===== src/rtl/pu_msp430_dbg_pkg.sv =====
// Debug memory controller shared definitions: register map, MEM_CTL bit fields, FSM states.
package pu_msp430_dbg_pkg;

    localparam logic [5:0] MEM_CTL_A  = 6'h05;
    localparam logic [5:0] MEM_ADDR_A = 6'h06;
    localparam logic [5:0] MEM_DATA_A = 6'h07;
    localparam logic [5:0] MEM_CNT_A  = 6'h08;

    localparam int CTL_START = 0;
    localparam int CTL_WR    = 1;
    localparam int CTL_REG   = 2;
    localparam int CTL_BW    = 3;

    typedef enum logic [1:0] {
        IDLE = 2'd0,
        REQ  = 2'd1,
        CAP  = 2'd2
    } mem_state_e;

    // Byte accesses return the addressed byte zero-extended in the low lane.
    function automatic logic [15:0] byte_sel(input logic [15:0] d, input logic bw, input logic a0);
        logic [15:0] r;
        r = d;
        if (bw) r = a0 ? {8'h00, d[15:8]} : {8'h00, d[7:0]};
        return r;
    endfunction

endpackage


===== src/rtl/pu_msp430_dbg_mem_fsm.sv =====
// Single-access sequencer: one REQ cycle carrying the strobes, then CAP for reads.
// Latency: strobes one cycle after start_i, read data captured two cycles after start_i.
module pu_msp430_dbg_mem_fsm
    import pu_msp430_dbg_pkg::*;
(
    input  logic        clk_i,
    input  logic        rst_n_i,
    input  logic        start_i,
    input  logic        wr_i,
    input  logic        reg_i,
    input  logic        bw_i,
    input  logic        halt_i,
    input  logic        addr0_i,
    input  logic [15:0] mem_din_i,
    input  logic [15:0] reg_din_i,
    output mem_state_e  state_o,
    output logic        cap_vld_o,
    output logic [15:0] cap_dat_o,
    output logic        wr_done_o,
    output logic        mem_en_o,
    output logic [1:0]  mem_wr_o,
    output logic        reg_wr_o
);

    mem_state_e state_q, state_d;
    logic       blocked_q, blocked_d;

    always_ff @(posedge clk_i or negedge rst_n_i) begin
        if (!rst_n_i) begin
            state_q   <= IDLE;
            blocked_q <= 1'b0;
        end else begin
            state_q   <= state_d;
            blocked_q <= blocked_d;
        end
    end

    always_comb begin
        state_d   = state_q;
        blocked_d = blocked_q;
        cap_vld_o = 1'b0;
        cap_dat_o = 16'h0000;
        wr_done_o = 1'b0;
        mem_en_o  = 1'b0;
        mem_wr_o  = 2'b00;
        reg_wr_o  = 1'b0;
        case (state_q)
            IDLE: begin
                if (start_i) state_d = REQ;
            end
            REQ: begin
                // A register access with the CPU running keeps its timing but touches nothing.
                blocked_d = reg_i & ~halt_i;
                if (!reg_i) begin
                    mem_en_o = 1'b1;
                    if (wr_i) mem_wr_o = bw_i ? (addr0_i ? 2'b10 : 2'b01) : 2'b11;
                end else if (wr_i && halt_i) begin
                    reg_wr_o = 1'b1;
                end
                wr_done_o = wr_i;
                state_d   = wr_i ? IDLE : CAP;
            end
            CAP: begin
                cap_vld_o = 1'b1;
                if (!blocked_q) cap_dat_o = byte_sel(reg_i ? reg_din_i : mem_din_i, bw_i, addr0_i);
                state_d = IDLE;
            end
            default: state_d = IDLE;
        endcase
    end

    assign state_o = state_q;

endmodule


===== src/rtl/pu_msp430_dbg_mem_ctl.sv =====
// Debug MEM_CTL/ADDR/DATA/CNT register block with single and burst access launch.
// Read data returns one cycle after dbg_rd (or after CAP in a read burst); strobes during an access are dropped.
module pu_msp430_dbg_mem_ctl
    import pu_msp430_dbg_pkg::*;
#(
    parameter int MEM_CNT_W = 16
) (
    input  logic        dbg_clk,
    input  logic        dbg_rst_n,
    input  logic [5:0]  dbg_addr,
    input  logic [15:0] dbg_din,
    input  logic        dbg_wr,
    input  logic        dbg_rd,
    input  logic        dbg_halt_st,
    input  logic [15:0] dbg_mem_din,
    input  logic [15:0] dbg_reg_din,
    output logic [15:0] dbg_dout,
    output logic        dbg_rd_rdy,
    output logic        mem_burst,
    output logic        mem_burst_end,
    output logic        mem_burst_rd,
    output logic        mem_burst_wr,
    output logic        mem_bw,
    output logic [15:0] dbg_mem_addr,
    output logic [15:0] dbg_mem_dout,
    output logic        dbg_mem_en,
    output logic [1:0]  dbg_mem_wr,
    output logic        dbg_reg_wr
);

    logic                 ctl_wr_q, ctl_wr_d;
    logic                 ctl_reg_q, ctl_reg_d;
    logic                 ctl_bw_q, ctl_bw_d;
    logic [15:0]          addr_q, addr_d;
    logic [15:0]          data_q, data_d;
    logic [MEM_CNT_W-1:0] cnt_q, cnt_d;
    logic                 burst_q, burst_d;
    logic [15:0]          dout_q, dout_d;
    logic                 rdy_q, rdy_d;
    logic                 brd_q, brd_d;
    logic                 bwr_q, bwr_d;

    mem_state_e  fsm_state;
    logic        fsm_start;
    logic        cap_vld, wr_done;
    logic [15:0] cap_dat;

    logic        fsm_idle, busy, cnt_zero;
    logic        wr_burst, rd_burst;
    logic [15:0] inc;

    assign fsm_idle = (fsm_state == IDLE);
    assign busy     = ~fsm_idle | burst_q;
    assign cnt_zero = (cnt_q == '0);
    assign wr_burst = burst_q & ctl_wr_q;
    assign rd_burst = burst_q & ~ctl_wr_q;
    assign inc      = ctl_bw_q ? 16'd1 : 16'd2;

    always_comb begin
        ctl_wr_d  = ctl_wr_q;
        ctl_reg_d = ctl_reg_q;
        ctl_bw_d  = ctl_bw_q;
        addr_d    = addr_q;
        data_d    = data_q;
        cnt_d     = cnt_q;
        burst_d   = burst_q;
        dout_d    = dout_q;
        rdy_d     = 1'b0;
        brd_d     = 1'b0;
        bwr_d     = 1'b0;
        fsm_start = 1'b0;

        if (dbg_wr && fsm_idle) begin
            if (wr_burst) begin
                // Inside a write burst every strobe is payload, whatever the address.
                data_d    = dbg_din;
                fsm_start = 1'b1;
            end else begin
                case (dbg_addr)
                    MEM_CTL_A: begin
                        if (!(dbg_din[CTL_START] && busy)) begin
                            ctl_wr_d  = dbg_din[CTL_WR];
                            ctl_reg_d = dbg_din[CTL_REG];
                            ctl_bw_d  = dbg_din[CTL_BW];
                            if (dbg_din[CTL_START]) begin
                                if (cnt_zero) begin
                                    fsm_start = 1'b1;
                                end else begin
                                    burst_d = 1'b1;
                                    if (dbg_din[CTL_WR]) begin
                                        bwr_d = 1'b1;
                                    end else begin
                                        brd_d     = 1'b1;
                                        fsm_start = 1'b1;
                                    end
                                end
                            end
                        end
                    end
                    MEM_ADDR_A: addr_d = dbg_din;
                    MEM_DATA_A: data_d = dbg_din;
                    MEM_CNT_A:  cnt_d  = dbg_din[MEM_CNT_W-1:0];
                    default: ;
                endcase
            end
        end

        if (dbg_rd && fsm_idle) begin
            if (rd_burst) begin
                if (cnt_zero) begin
                    burst_d = 1'b0;
                end else begin
                    cnt_d     = cnt_q - MEM_CNT_W'(1);
                    addr_d    = addr_q + inc;
                    fsm_start = 1'b1;
                end
            end else begin
                rdy_d = 1'b1;
                case (dbg_addr)
                    MEM_CTL_A:  dout_d = {12'h000, ctl_bw_q, ctl_reg_q, ctl_wr_q, busy};
                    MEM_ADDR_A: dout_d = addr_q;
                    MEM_DATA_A: dout_d = data_q;
                    MEM_CNT_A:  dout_d = 16'(cnt_q);
                    default:    dout_d = 16'h0000;
                endcase
            end
        end

        if (cap_vld) begin
            data_d = cap_dat;
            if (rd_burst) begin
                dout_d = cap_dat;
                rdy_d  = 1'b1;
            end
        end

        // Advance only after the write lands so MEM_ADDR ends on the last word written.
        if (wr_done && wr_burst) begin
            if (cnt_zero) begin
                burst_d = 1'b0;
            end else begin
                cnt_d  = cnt_q - MEM_CNT_W'(1);
                addr_d = addr_q + inc;
            end
        end
    end

    always_ff @(posedge dbg_clk or negedge dbg_rst_n) begin
        if (!dbg_rst_n) begin
            ctl_wr_q  <= 1'b0;
            ctl_reg_q <= 1'b0;
            ctl_bw_q  <= 1'b0;
            addr_q    <= 16'h0000;
            data_q    <= 16'h0000;
            cnt_q     <= '0;
            burst_q   <= 1'b0;
            dout_q    <= 16'h0000;
            rdy_q     <= 1'b0;
            brd_q     <= 1'b0;
            bwr_q     <= 1'b0;
        end else begin
            ctl_wr_q  <= ctl_wr_d;
            ctl_reg_q <= ctl_reg_d;
            ctl_bw_q  <= ctl_bw_d;
            addr_q    <= addr_d;
            data_q    <= data_d;
            cnt_q     <= cnt_d;
            burst_q   <= burst_d;
            dout_q    <= dout_d;
            rdy_q     <= rdy_d;
            brd_q     <= brd_d;
            bwr_q     <= bwr_d;
        end
    end

    pu_msp430_dbg_mem_fsm u_fsm (
        .clk_i     (dbg_clk),
        .rst_n_i   (dbg_rst_n),
        .start_i   (fsm_start),
        .wr_i      (ctl_wr_q),
        .reg_i     (ctl_reg_q),
        .bw_i      (ctl_bw_q),
        .halt_i    (dbg_halt_st),
        .addr0_i   (addr_q[0]),
        .mem_din_i (dbg_mem_din),
        .reg_din_i (dbg_reg_din),
        .state_o   (fsm_state),
        .cap_vld_o (cap_vld),
        .cap_dat_o (cap_dat),
        .wr_done_o (wr_done),
        .mem_en_o  (dbg_mem_en),
        .mem_wr_o  (dbg_mem_wr),
        .reg_wr_o  (dbg_reg_wr)
    );

    assign dbg_dout      = dout_q;
    assign dbg_rd_rdy    = rdy_q;
    assign mem_burst     = burst_q;
    assign mem_burst_end = burst_q & cnt_zero;
    assign mem_burst_rd  = brd_q;
    assign mem_burst_wr  = bwr_q;
    assign mem_bw        = ctl_bw_q;
    assign dbg_mem_addr  = addr_q;
    assign dbg_mem_dout  = ctl_bw_q ? {data_q[7:0], data_q[7:0]} : data_q;

endmodule


===== config.mk =====
export PLATFORM = sky130hd
export DESIGN_NAME = pu_msp430_dbg_mem_ctl
export DESIGN_NICKNAME = d
export VERILOG_FILES = /design/src/rtl/pu_msp430_dbg_pkg.sv /design/src/rtl/pu_msp430_dbg_mem_fsm.sv /design/src/rtl/pu_msp430_dbg_mem_ctl.sv
export SDC_FILE = /design/constraint.sdc
export NUM_CORES = 1
export LEC_CHECK = 0
export ABC_AREA = 1
export BUFFER_PORTS_ARGS = -buffer_cell sky130_fd_sc_hd__buf_2
export CORE_ASPECT_RATIO = 1.75
export CORE_MARGIN = 2
export CORE_UTILIZATION = 25
export CTS_CLUSTER_DIAMETER = 40
export DETAILED_ROUTE_END_ITERATION = 10
export GPL_ROUTABILITY_DRIVEN = 1
export HOLD_SLACK_MARGIN = 0.15
export PLACE_DENSITY = 0.49
export SYNTH_ARGS = -nofsm -noshare
export SYNTH_HDL_FRONTEND = slang
export SYNTH_SLANG_ARGS = --single-unit

===== constraint.sdc =====
create_clock -name dbg_clk -period 2.54 [get_ports dbg_clk]
set_clock_uncertainty 0.1 [all_clocks]
set_input_delay 0 -clock dbg_clk [delete_from_list [all_inputs] [get_ports dbg_clk]]
set_output_delay 0 -clock dbg_clk [all_outputs]
set_load 0.05 [all_outputs]

**Yosys cells after proc, flatten, opt, wreduce, memory -nomap -nowiden**

Index checks and enable logic that the tools add are counted.

- Add/subtract/negate cells: 2
- Multipliers: 0
- Div/mod/pow operators: 0
- $lt $le $gt $ge: 0
- Eq/ne operators: 7
- Shifts and indexed selects: 0
- Mux-type cells: 85
- Bitwise gates (word level): 10
- Reductions and logical operators: 11

Operators by type and width:

| kind | count |
|---|---|
| $mux W16 | 29 |
| $pmux W16 S4 | 1 |
| $mux W1 | 45 |
| $eq A6 B3 Y1 const B | 3 |
| $add A16 B2 Y16 | 1 |
| $logic_not A16 Y1 | 1 |
| $mux W2 | 8 |
| $sub A16 B1 Y16 const B | 1 |
| $mux W8 | 1 |
| $eq A6 B4 Y1 const B | 1 |
| $logic_and A1 B1 Y1 | 5 |
| $not A1 Y1 | 5 |
| $and A1 B1 Y1 | 4 |
| $pmux W2 S2 | 1 |
| $reduce_and A4 Y1 | 1 |
| $reduce_bool A3 Y1 | 1 |
| $eq A2 B1 Y1 const B | 1 |
| $eq A2 B2 Y1 const B | 1 |
| $logic_not A2 Y1 | 1 |
| $ne A2 B2 Y1 const B | 1 |
| $reduce_and A2 Y1 | 1 |
| $reduce_bool A2 Y1 | 1 |
| $or A1 B1 Y1 | 1 |

- Bits in registers: 74
- Latch bits: 0
- RAM bits: 0
- ROM bits: 0
- Bits of input ports: 59
- Output and inout port bits: 58
- Logic and storage cells: 128
- Memories kept: 0

**Longest topological paths before layout**

- Depth after elaboration: 13
- Gate-level depth with buffers: 11
- Mapped depth without buffers: 10

**Hierarchy**

From an unflattened synthesis, not the netlist that was laid out.

- Cells, all modules: 893
- Area total of the unflattened synthesis: 5655.4 um^2

Modules (own cells, without submodules):

| module | times used | cells an instance | area an instance (um^2) | sequential area each (um^2) |
|---|---|---|---|---|
| pu_msp430_dbg_mem_ctl | 1 | 773 | 5089.9 | 1776.7 |
| pu_msp430_dbg_mem_fsm | 1 | 120 | 565.5 | 75.1 |

**Worst setup path before layout**

OpenSTA, ideal clock, no wires.

- Kind: register to register
- From: register ctl_bw_q, in the netlist mem_bw
- To: register addr_q[4], in the netlist dbg_mem_addr[4]
- Library setup time: 117 ps
- Arrival time: 2078 ps
- Required time: 2323 ps
- Path slack: 245 ps
- Stages on the path, launching flop included: 9
- Path buffers: 1
- Clock period less this slack: 2295 ps
- Cells stage by stage: dfrtp_1 -> clkbuf_1 -> inv_1 -> fa_1 -> nand2_1 -> nor2_1 -> xor2_1 -> o21ai_1 -> inv_1

- Longest elaborated chain between the ends: 7

Ends and longest elaborated chain:

| element | RTL line | source |
|---|---|---|
| start, declared | pu_msp430_dbg_mem_ctl.sv:33 | `logic ctl_bw_q, ctl_bw_d;` |
| start signal, assigned | pu_msp430_dbg_mem_ctl.sv:164 | `ctl_bw_q <= ctl_bw_d;` |
| $mux W2 (*) | pu_msp430_dbg_mem_ctl.sv:57 | `assign inc = ctl_bw_q ? 16'd1 : 16'd2;` |
| $add A16 B2 Y16 (*) | pu_msp430_dbg_mem_ctl.sv:114, pu_msp430_dbg_mem_ctl.sv:143 |  |
| $mux W16 | pu_msp430_dbg_mem_ctl.sv:110 | `if (cnt_zero) begin` |
| $mux W16 | pu_msp430_dbg_mem_ctl.sv:109 | `if (rd_burst) begin` |
| $mux W16 | pu_msp430_dbg_mem_ctl.sv:108 | `if (dbg_rd && fsm_idle) begin` |
| $mux W16 | pu_msp430_dbg_mem_ctl.sv:139 | `if (cnt_zero) begin` |
| $mux W16 (*) | pu_msp430_dbg_mem_ctl.sv:138 | `if (wr_done && wr_burst) begin` |
| net addr_d[4] | pu_msp430_dbg_mem_ctl.sv:34 | `logic [15:0] addr_q, addr_d;` |
| end signal, assigned | pu_msp430_dbg_mem_ctl.sv:165 | `addr_q <= addr_d;` |
| end, declared | pu_msp430_dbg_mem_ctl.sv:34 |  |

Mark *: on every way through the listed nets, which the timed path passes. The rest lies on a longest branch.
A chain may end at the register's enable or synchronous reset.

**Worst setup path after layout**

- From: input port dbg_addr[4]
- To: register data_q[7]

- Longest elaborated chain between the ends: 3

Ends and longest elaborated chain:

| element | RTL line | source |
|---|---|---|
| start, declared | pu_msp430_dbg_mem_ctl.sv:10 | `input logic [5:0] dbg_addr,` |
| $eq A6 B3 Y1 | pu_msp430_dbg_mem_ctl.sv:79 | `case (dbg_addr)` |
| $reduce_bool A3 Y1 (no line) | - |  |
| $reduce_and A2 Y1 (no line) | - |  |
| end signal, assigned | pu_msp430_dbg_mem_ctl.sv:166 | `data_q <= data_d;` |
| end, declared | pu_msp430_dbg_mem_ctl.sv:35 | `logic [15:0] data_q, data_d;` |

Every way passes these cells.

==> impl_summary.log <==
[metrics] status: finished, final reports clean
[metrics] area share of the largest cell type after synthesis: 34.0%
[metrics] maximum vdd ir drop: 0.375 mV
[metrics] worst setup path class: input pin to flip-flop
[metrics] gate count after technology mapping: 805
[metrics] area of the placeable core: 0.0214 mm2
[metrics] count of flip-flops with a built-in enable after synthesis: 0
[metrics] net count after synthesis: 869
[metrics] path type of the worst min-delay path: input pin to flip-flop
[metrics] DRT iter0 DRCs: 336
[metrics] setup repair after global routing missed its margin: false
[metrics] standard-cell row count: 71
[metrics] vias post-DR: 5888
[metrics] TritonCTS clock tree: done
[metrics] async set or reset register ratio after synthesis: 100%
[metrics] Global Route Usage Sum: 19.1%
[metrics] critical path data required time: 2670 ps
[metrics] period utilisation layout: 90.6%
[metrics] fmax: 0.435 GHz
[metrics] leading cell type by number of instances after synthesis: nand2_1
[metrics] Starting Density: 25.4%
[metrics] filler cell count in the final layout: 2349
[metrics] maximum buffer depth of the clock tree: 2
[metrics] number of clock sinks: 74
[metrics] P&R area growth vs syn: 30.6%
[metrics] slowest CP cell: dlygate4sd3_1
[metrics] total inserted antenna cells: 0
[metrics] pin count of the biggest net entering global routing: 75
[metrics] # port buffers: 116
[metrics] I/O pin total: 117
[metrics] DRC viols: 0
[metrics] first-pass GRT wire length: 32.7 mm
[metrics] finished layout cell area: 0.00711 mm2
[metrics] DRT Pass-1 Iters: 4
[metrics] synth warn: 0
[metrics] PD cells: 959 mW/mm2
[metrics] Die Footprint: 0.0230 mm2
[metrics] delay contributed by the slowest stage of the critical path: 560 ps
[metrics] H-tree Lvls: 3
[metrics] Critical Path AT: 2430 ps
[metrics] distinct cell type count of the synthesized netlist: 40
[metrics] sequence of cells on the critical path: dlygate4sd3_1, buf_2, nor2_4, nand2_1, nor2_1, nor2_2, nor2_4, nor2_4, nand2_1, nand3_1, dlygate4sd3_1
[metrics] startpoint types: input pin
[metrics] number of synthesized register bits: 74
[metrics] dominant synthesized flop cell: dfrtp_1
[metrics] Root Driver: clkbuf_16
[metrics] headroom to the max-slew limit: 28.4%
[metrics] via count of the first global-routing pass: 5861
[metrics] detailed placer's ending HPWL: 16.6 mm
[metrics] final wirelength: 21.3 mm
[metrics] Static Leak: 3.48 nW
[metrics] overflow left after global routing: 0
[metrics] sum of internal, switching and leakage power: 6.81 mW
[metrics] Clock Latency Late Sink: 350 ps
[metrics] average wire length per cell after detail routing: 17.0 um
[metrics] fraction of layout instances using a drive strength above 1: 19.9%
[metrics] combined area of all synthesized cells: 0.00544 mm2
[metrics] placement-stage cell area: 0.00621 mm2
[metrics] top post-synthesis cells by area: dfrtp_1 (34%), nand2_1 (19%), nand3_1 (5.4%)
[metrics] Yosys top cell by area: dfrtp_1
[metrics] number of buffers created by CTS: 9
[metrics] maximum fanout count along the critical path: 9
[metrics] mean instance size in the synthesized netlist: 6.76 um2
[metrics] routability cong.: 0.887
[metrics] most used cell, CP: nor2_4
[metrics] sequential fraction of the synthesis area: 34.0%
[metrics] Slew Limit Fails: 0
[metrics] Fin Setup TNS: 0 ps
[metrics] post-layout net count: 1025
[metrics] clock-pin slew reported for the worst setup and hold paths after clock tree synthesis: 60 ps
[metrics] endpoint kind of the worst setup timing path: flip-flop
[metrics] initial antenna violation count: 0
[metrics] top cells by count, synth: nand2_1 (276), dfrtp_1 (74), inv_1 (66), nand3_1 (59), o21ai_1 (56)
[metrics] Max-cap violations: 0
[metrics] endpoints failing hold: 0
[metrics] remaining number of nets flagged by the antenna check after routing: 0
[metrics] setup violators final: 0
[metrics] min Tclk post-route: 2300 ps
[metrics] die width: 116 um
[metrics] die height: 199 um
[metrics] slew at the pin closest to its max-slew limit: 1070 ps
[metrics] number of vias per cell: 4.68
==> worst paths after layout <==
kind,startpoint,endpoint,slack [ps],cells past startpoint
setup / recovery,dbg_addr[4],data_q[7]$_DFFE_PN0P_,240,11
min in group asynchronous,dbg_rst_n,u_fsm.state_o[1]$_DFFE_PN0P_,280,2
max in group asynchronous,dbg_rst_n,dbg_dout[8]$_DFF_PN0_,1360,2
hold reg to reg,dbg_dout[4]$_DFF_PN0_,dbg_dout[4]$_DFF_PN0_,410,2
hold / removal,dbg_addr[2],dbg_dout[4]$_DFF_PN0_,160,5
setup reg to reg,ctl_reg_q$_DFFE_PN0P_,data_q[6]$_DFFE_PN0P_,250,7
==> sequential cells by signal, indices dropped and copies added (netlist names) <==
register         flops
ctl_reg_q            1
u_fsm.blocked_q      1
mem_burst_wr         1
u_fsm.state_o        2
data_q              16
mem_burst            1
mem_bw               1
mem_burst_rd         1
cnt_q               16
dbg_dout            16
dbg_rd_rdy           1
ctl_wr_q             1
dbg_mem_addr        16
==> area by class of cell <==
| type | instances | area [um2] | share of cell area, % |
|---|---|---|---|
| clock buffers | 12 | 246 | 3.47 |
| clock inverters | 4 | 75.1 | 1.06 |
| inverters | 75 | 285 | 4.01 |
| multi-input cells | 614 | 3030 | 42.6 |
| flip-flops and latches | 74 | 1850 | 26.1 |
| well taps | 292 | 365 | 5.14 |
| repair buffers | 187 | 1250 | 17.6 |
==> critical path: cells and delay by family <==
kind                   cells  cell delay [ps]
AND/OR/NAND/NOR            8             1210
buffers and inverters      3             1220
==> power breakdown <==
group          internal [mW]  total, mW  switching (mW)
combinational          0.977       3.27            2.29
sequential              1.56       2.12           0.561
clock                  0.889       1.42           0.536
total                   3.43       6.81            3.38
==> layout by cell type, fill, tap and decap left out, drive strengths merged <==
master	Yosys	layout
o21ai	96	96
xor2	13	13
ha	4	4
o21a	3	3
nor3b	1	1
or2	7	7
xnor2	5	5
nand2	279	279
and2	5	5
nand4	23	23
nor3	12	12
fa	1	1
dfrtp	74	74
clkbuf	5	12
dlygate4sd3	0	55
nor2	65	65
nand3	64	64
o211ai	10	10
buf	37	132
inv	74	74
a21oi	19	19
bufinv	0	2
clkinvlp	0	3
a21boi	7	7
==> kinds of logic (layout without fill, tap and decap cells) <==
family	after synthesis	count (layout)	synth area share, %
xor+xnor	18	18	2.90
simple gates	456	456	37.2
compound gates	135	135	14.3
fa+ha+maj	5	5	1.29
flops	74	74	34.0
buf+inv	117	278	10.3
==> stage by stage <==
step	instances	setup WS [ps]	util, %	hold slack (ps)
global route	1258	77.0	33.2	179
CTS	1255	5.36	33.1	155
finish	1258	239	33.2	158
global placement	1184	372	29.0	155
detailed placement	1184	326	29.0	154
floorplan	805	245	-	-396
==> layer usage <==
metal / GRT usage, % / part of all wire, % / wire length [um]
met1: 20.2 / 37 / 7920
met2: 35.7 / 54 / 11500
met3: 2.64 / 4.3 / 926
met4: 10.2 / 4.8 / 1020
met5: 0 / 0 / 0
==> what timing repair did <==
action	4_1_cts	5_1_grt
endpoints found under the hold margin	146	0
hold buffers	55	0
setup buffers	0	3
gates resized for setup	0	1
endpoints found under the setup margin	0	7
(Power assumes the default switching activity.)
